`config.mk`:
```
export PLATFORM = sky130hd
export DESIGN_NAME = sdram_port_arbiter
export DESIGN_NICKNAME = d
export VERILOG_FILES = /design/src/rtl/sdram_port_arbiter_pkg.sv /design/src/rtl/sdram_port_arbiter_timeout_counter.sv /design/src/rtl/sdram_port_arbiter.sv
export SDC_FILE = /design/constraint.sdc
export NUM_CORES = 1
export LEC_CHECK = 0
export CAP_MARGIN = 20
export CORE_ASPECT_RATIO = 1.4
export CORE_MARGIN = 5
export CORE_UTILIZATION = 40
export CTS_CLUSTER_DIAMETER = 60
export DETAILED_ROUTE_END_ITERATION = 8
export PLACE_DENSITY = 0.84
export SLEW_MARGIN = 40
export SYNTH_ARGS = -nofsm -noshare
export SYNTH_HDL_FRONTEND = slang
export SYNTH_HIERARCHICAL = 1
export SYNTH_SLANG_ARGS = --single-unit
```
`constraint.sdc`:
```
create_clock -name clk -period 2.1 [get_ports clk]
set_clock_uncertainty 0.1 [all_clocks]
set_input_delay 0.42 -clock clk [delete_from_list [all_inputs] [get_ports clk]]
set_output_delay 0.42 -clock clk [all_outputs]
set_load 0.02 [all_outputs]
```
`src/rtl/sdram_port_arbiter_pkg.sv`:
```
// Shared types for the SDRAM port arbiter: FSM state encoding, grant identity, default bus widths.
package sdram_port_arbiter_pkg;

  localparam int ADDR_W_DEF = 26;
  localparam int DATA_W_DEF = 32;

  typedef enum logic [2:0] {
    IDLE     = 3'd0,
    RD_ISSUE = 3'd1,
    RD_WAIT  = 3'd2,
    WR_ISSUE = 3'd3,
    WR_ACK   = 3'd4
  } arb_state_t;

  typedef enum logic {
    GRANT_RD = 1'b0,
    GRANT_WR = 1'b1
  } grant_t;

endpackage

```
`src/rtl/sdram_port_arbiter_timeout_counter.sv`:
```
// Read-wait cycle counter; tc is high during the TIMEOUT-th counted cycle.
// Zero latency from count to tc; count holds when neither clear nor count_en is asserted.
module arb_timeout_counter #(
  parameter int TIMEOUT = 16
) (
  input  logic clk,
  input  logic n_rst,
  input  logic clear,
  input  logic count_en,
  output logic tc
);

  localparam int CW = $clog2(TIMEOUT + 1);

  logic [CW-1:0] r_count;

  always_ff @(posedge clk) begin
    if (!n_rst) begin
      r_count <= '0;
    end else if (clear) begin
      r_count <= '0;
    end else if (count_en) begin
      r_count <= r_count + CW'(1);
    end
  end

  assign tc = (r_count == CW'(TIMEOUT - 1));

endmodule

```
`src/rtl/sdram_port_arbiter.sv`:
```
// Round-robin arbiter sharing one SDRAM port between a read and a write requester.
// Registered outputs; strobes one cycle after grant; requesters are held off while busy.
module sdram_port_arbiter
  import sdram_port_arbiter_pkg::*;
#(
  parameter int ADDR_W  = ADDR_W_DEF,
  parameter int DATA_W  = DATA_W_DEF,
  parameter int TIMEOUT = 16
) (
  input  logic              clk,
  input  logic              n_rst,
  input  logic              rd_req,
  input  logic [ADDR_W-1:0] rd_addr,
  input  logic              wr_req,
  input  logic [ADDR_W-1:0] wr_addr,
  input  logic [DATA_W-1:0] wr_data,
  input  logic [DATA_W-1:0] data_sdram,
  input  logic              sdram_datareadvalid,
  output logic              sdram_read_en,
  output logic              sdram_write_en,
  output logic [ADDR_W-1:0] address_sdram,
  output logic [DATA_W-1:0] writeData_sdram,
  output logic              rd_valid,
  output logic [DATA_W-1:0] rd_data,
  output logic              rd_timeout,
  output logic              wr_ack,
  output logic              busy
);

  arb_state_t        r_state;
  grant_t            r_last_grant;
  logic              r_read_en;
  logic              r_write_en;
  logic [ADDR_W-1:0] r_address;
  logic [DATA_W-1:0] r_wdata;
  logic              r_rd_valid;
  logic [DATA_W-1:0] r_rd_data;
  logic              r_rd_timeout;
  logic              r_wr_ack;
  logic              r_busy;

  logic w_grant_rd;
  logic w_grant_wr;
  logic w_wait;
  logic w_tc;

  // On a tie the requester that did not win last time gets the port.
  assign w_grant_rd = rd_req && (!wr_req || (r_last_grant == GRANT_WR));
  assign w_grant_wr = wr_req && !w_grant_rd;
  assign w_wait     = (r_state == RD_WAIT);

  arb_timeout_counter #(
    .TIMEOUT (TIMEOUT)
  ) u_timeout (
    .clk      (clk),
    .n_rst    (n_rst),
    .clear    (!w_wait),
    .count_en (w_wait),
    .tc       (w_tc)
  );

  always_ff @(posedge clk) begin
    if (!n_rst) begin
      r_state      <= IDLE;
      r_last_grant <= GRANT_WR;
      r_read_en    <= 1'b0;
      r_write_en   <= 1'b0;
      r_address    <= '0;
      r_wdata      <= '0;
      r_rd_valid   <= 1'b0;
      r_rd_data    <= '0;
      r_rd_timeout <= 1'b0;
      r_wr_ack     <= 1'b0;
      r_busy       <= 1'b0;
    end else begin
      r_read_en    <= 1'b0;
      r_write_en   <= 1'b0;
      r_rd_valid   <= 1'b0;
      r_rd_timeout <= 1'b0;
      r_wr_ack     <= 1'b0;
      case (r_state)
        IDLE: begin
          if (w_grant_rd) begin
            r_state      <= RD_ISSUE;
            r_last_grant <= GRANT_RD;
            r_address    <= rd_addr;
            r_read_en    <= 1'b1;
            r_busy       <= 1'b1;
          end else if (w_grant_wr) begin
            r_state      <= WR_ISSUE;
            r_last_grant <= GRANT_WR;
            r_address    <= wr_addr;
            r_wdata      <= wr_data;
            r_write_en   <= 1'b1;
            r_busy       <= 1'b1;
          end
        end
        RD_ISSUE: begin
          r_state <= RD_WAIT;
        end
        RD_WAIT: begin
          // Data arriving on the terminal cycle still counts as a successful read.
          if (sdram_datareadvalid) begin
            r_rd_data  <= data_sdram;
            r_rd_valid <= 1'b1;
            r_state    <= IDLE;
            r_busy     <= 1'b0;
          end else if (w_tc) begin
            r_rd_timeout <= 1'b1;
            r_state      <= IDLE;
            r_busy       <= 1'b0;
          end
        end
        WR_ISSUE: begin
          r_wr_ack <= 1'b1;
          r_state  <= WR_ACK;
        end
        WR_ACK: begin
          r_state <= IDLE;
          r_busy  <= 1'b0;
        end
        default: begin
          r_state <= IDLE;
          r_busy  <= 1'b0;
        end
      endcase
    end
  end

  assign sdram_read_en   = r_read_en;
  assign sdram_write_en  = r_write_en;
  assign address_sdram   = r_address;
  assign writeData_sdram = r_wdata;
  assign rd_valid        = r_rd_valid;
  assign rd_data         = r_rd_data;
  assign rd_timeout      = r_rd_timeout;
  assign wr_ack          = r_wr_ack;
  assign busy            = r_busy;

endmodule

```
[Word level (Yosys, flattened, before mapping)]
Cells that the tools add are included.
Cells by class
  multiplexer cells: 18
  add/sub/neg operators: 1
  reduce and logical (&&, ||, !) cells: 17
  multipliers: 0
  $lt $le $gt $ge: 0
  shifts and indexed selects: 0
  divide/modulo/power cells: 0
  eq/ne operators: 6
  bitwise operators: 5
Operators by type and width (count)
  $mux W26: 2
  $mux W3: 4
  $pmux W3 S4: 1
  $mux W1: 10
  $reduce_and A2 Y1: 5
  $eq A3 B2 Y1 const B: 2
  $ne A3 B3 Y1 const B: 2
  $reduce_and A3 Y1: 2
  $reduce_or A3 Y1: 2
  $add A5 B1 Y5 const B: 1
  $eq A5 B4 Y1 const B: 1
  $not A1 Y1: 5
  $eq A3 B1 Y1 const B: 1
  $logic_not A3 Y1: 1
  $pmux W1 S3: 1
  $logic_and A1 B1 Y1: 2
  $logic_not A1 Y1: 2
  $reduce_bool A2 Y1: 1
  $reduce_or A2 Y1: 1
  $logic_or A1 B1 Y1: 1
Storage, ports and cells
  memories kept: 0
  output and inout port bits: 96
  latch bits: 0
  register bits after elaboration: 105
  word-level logic and storage cells: 59
  input port bits: 121
  memory bits (read-only): 0
  bits in writable memories: 0

[Longest topological paths before layout]
  depth after elaboration: 8
  gate-level depth with buffers: 6
  mapped depth without buffers: 6

[By module]
The synthesis kept the hierarchy.
By module, submodules not included
  sdram_port_arbiter: seq. area each 2001.9 um2, cells an instance 465, area an instance 3946.3 um2, instances 1
  arb_timeout_counter: seq. area each 100.1 um2, cells an instance 24, area an instance 239.0 um2, instances 1

[Least setup slack after synthesis]
No wires, ideal clock.
  kind: input to register
  start: in n_rst
  end: reg r_address[18], in the netlist address_sdram[18]
  data arrival time: 1288 ps
  stages: 5
  buffers on the path: 2
  path slack: 609 ps
  setup time: 103 ps
  data required time: 1897 ps
  cell sequence: buf_2 > o21a_1 > nand2_1 > clkbuf_1 > a222oi_1
RTL lines
  from (decl): line sdram_port_arbiter.sv:11  | input logic n_rst,
  to (signal assigned): line sdram_port_arbiter.sv:86  | r_address <= rd_addr;
  to (signal assigned): line sdram_port_arbiter.sv:92  | r_address <= wr_addr;
  to (decl): line sdram_port_arbiter.sv:34  | logic [ADDR_W-1:0] r_address;

[Final worst setup path]
  start: reg r_address[23], in the netlist address_sdram[23]
  end: out address_sdram[23]
RTL lines
  to (decl): line sdram_port_arbiter.sv:21  | output logic [ADDR_W-1:0] address_sdram,
No word-level cell between the ends.

==> impl_metrics.tcl <==
set metrics [dict create \
    status "finished, final reports clean" \
    crit_fanout 2 \
    post-route-cell-area_um2 6760 \
    grt_overflow_total 0 \
    ys_ff_latch 105 \
    dr.first_iter.drc_count 211 \
    synth_cell_types 33 \
    post_cts_resized 0 \
    yosysWarningCount 6 \
    slowest_delay_ns 0.63 \
    place_congestion 0.788 \
    drv_slew 0 \
    max_slew_margin 0.789 \
    worst_hold_path_type "input port to register" \
    hold_depth 3 \
    reg2reg_to "writeData_sdram[11]$_SDFFE_PN0P_" \
    synth_top_family_by_area "simple AND/OR/NAND/NOR gates" \
    path_clk_slew_ns 0.06 \
    start_kind "register" \
    leakagePower_nw 2.67 \
    place_ws_ns 0.0313 \
    rows 44 \
    synthAdderAreaFrac 0.00598 \
    clock_latency_ns 0.34 \
    power.density_nw_per_um2 771 \
    worstPathCellList "clkdlybuf4s50_1" \
    track_usage 0.194 \
    syn_area_um2 4190 \
    cts_htree_levels 3 \
    diodes 0 \
    synth_compound_area_frac 0.122 \
    postCtsSetupBuffers 0 \
    place_area_um2 6470 \
    io_buffers 216 \
    clock-sinks 105 \
    dieHeight_um 131 \
    setup_ws_ns 0.252 \
    synthSimpleGateAreaFrac 0.190 \
    antenna_found_initial 0 \
    grt_pass1_wl_um 19300 \
    vdd_drop_max_uv 388 \
    syn_area_per_cell_um2 8.56 \
    drive_above_1_share 0.0447 \
    whs_endpoint "rd_data[10]$_SDFFE_PN0P_" \
    syn_to_final_growth_pct 61.6 \
    seq_area_frac_synth 0.502 \
    endpoint_kind "output pin" \
    hold_ws_ns 0.338 \
    synth_cells 489 \
    coreArea_um2 10300 \
    synth.area.mux_share 0.0813 \
    fin_nets 811 \
    crit_buf_inv 1 \
    first_global_vias 4087 \
    worstSetupPathType "register to output pin" \
    cts_buffer_depth 2 \
    ant_nets 0 \
    synth_xor_area_frac 0.00209 \
    via_count 4028 \
    fin_crit_ns 1.85 \
    crit_family "buffers and inverters" \
    dpl.hpwl_um 9670 \
    initial_core_util 0.407 \
    finalCritPeriodShare 0.880 \
    drc 0 \
    root_buffer "clkbuf_16" \
    ioPinCount 217 \
    cts_hold_buf 0 \
    cts_tree "yes" \
    cp_data_required_time_ns 1.58 \
    fmax_ghz 0.541 \
    finalWirelength_um 12600 \
    r2r_slack_ns 0.36 \
    timing.setup.tns_ns 0 \
    worst_pin_slew_ns 0.317 \
    dieArea_um2 12600 \
    finalSetupViolCount 0 \
    hold_start "n_rst" \
    hold_violations 0 \
    cts_buffers 9 \
    rsz0062_at_grt "no" \
    cp_slowest_cell "clkdlybuf4s50_1" \
    viasPerCell 4.85 \
    first_pass_iters 7 \
    grt_start_max_net_pins 71 \
    die_x_um 96.5 \
    r2r_start "r_state[1]$_SDFFE_PN0P_" \
    post_drt_wl_per_cell_um 15.2 \
    max_cap_violations 0 \
    syn-num-nets 612 \
    rr_worst_depth 5 \
    worstPathArrival_ns 1.33 \
]
## report_power, final
part           total (W)  internal (W)  switching, W
registers        0.00230       0.00218      0.000113
clock network    0.00160      0.000875      0.000724
logic            0.00132      0.000697      0.000622
## worst max path at each step
stage                                   start  cells past startpoint                              end
2_1_floorplan                           n_rst                      5   address_sdram[18]$_SDFFE_PN0P_
3_3_place_gp                           rd_req                      6  writeData_sdram[6]$_SDFFE_PN0P_
3_5_place_dp                           rd_req                      5   address_sdram[11]$_SDFFE_PN0P_
4_1_cts                     busy$_SDFFE_PN0P_                      1                             busy
5_1_grt                     busy$_SDFFE_PN0P_                      1                             busy
6_report       address_sdram[23]$_SDFFE_PN0P_                      1                address_sdram[23]
## cells in the final DEF (no fill, tap or decap), drive strengths merged
cell type        n
buf             11
a211oi           2
and2             4
a21oi            3
o21bai           1
a21bo            1
nand3b           2
a22oi            1
dfxtp          105
o21a             1
nand4            1
or3b             1
and3             4
o21ba            1
nand2b           3
clkdlybuf4s50  215
clkinvlp         1
clkbuf          11
nor2             7
a222oi          25
and4bb           1
a221oi           1
nor3             3
mux2i           34
inv             56
xnor2            1
nand2          125
clkinv           3
o31a             1
nand3           32
ha               2
o21ai           34
## per-stage QoR
stage,utilization,total power (W),instances
global placement,0.628,0.00362,815
CTS,0.657,0.00528,831
finish,0.657,0.00522,831
floorplan,-,0.00296,489
global route,0.657,0.00547,831
detailed placement,0.628,0.00367,815
## synthesized netlist by cell type (all sizes together)
cell | instances | area [um2]
nor3 | 3 | 26.3
dfxtp | 105 | 2100
nand3 | 32 | 160
o21ba | 1 | 10.0
and3 | 4 | 25.0
inv | 55 | 206
and4bb | 1 | 12.5
a222oi | 25 | 250
nand2b | 3 | 18.8
o21a | 1 | 7.51
o21bai | 1 | 7.51
and2 | 4 | 25.0
a21bo | 1 | 10.0
or3b | 1 | 8.76
a22oi | 1 | 7.51
o31a | 1 | 8.76
o21ai | 34 | 170
nand3b | 2 | 15.0
clkbuf | 21 | 78.8
nand2 | 125 | 469
nor2 | 7 | 26.3
a221oi | 1 | 8.76
nand4 | 1 | 6.26
a211oi | 2 | 15.0
buf | 17 | 120
mux2i | 34 | 340
a21oi | 3 | 15.0
xnor2 | 1 | 8.76
ha | 2 | 25.0
## cells by family (layout without fill, tap and decap cells)
group | count (synthesis) | after routing
multiplexers | 34 | 34
AND/OR/NAND/NOR | 183 | 183
adder cells (fa/ha/maj) | 2 | 2
flip-flops | 105 | 105
AO/OA/AOI/OAI | 71 | 71
XOR/XNOR | 1 | 1
buffers and inverters | 93 | 297
## layout make-up
type | count | area (um2)
sequential | 105 | 2100
inverter | 55 | 206
fill | 847 | 3530
tap | 138 | 173
clock buffer | 11 | 253
timing repair buffer | 226 | 2310
clock inverter | 5 | 38.8
multi-input combinational | 291 | 1680
## registers in the layout (all words and copies together), names as in the netlist
register / cells
address_sdram: 26
busy: 1
r_last_grant: 1
r_state: 3
rd_data: 32
rd_timeout: 1
rd_valid: 1
sdram_read_en: 1
sdram_write_en: 1
u_timeout/r_count: 5
wr_ack: 1
writeData_sdram: 32
## routing by layer
metal | global-route usage | up-vias | share of wire
met4 | 0.0884 | 0 | 0.020
li1 | - | 2018 | -
met3 | 0.0452 | 16 | 0.073
met5 | 0 | - | 0
met1 | 0.199 | 1857 | 0.36
met2 | 0.366 | 137 | 0.54
Power figures use the tool's default switching activity.
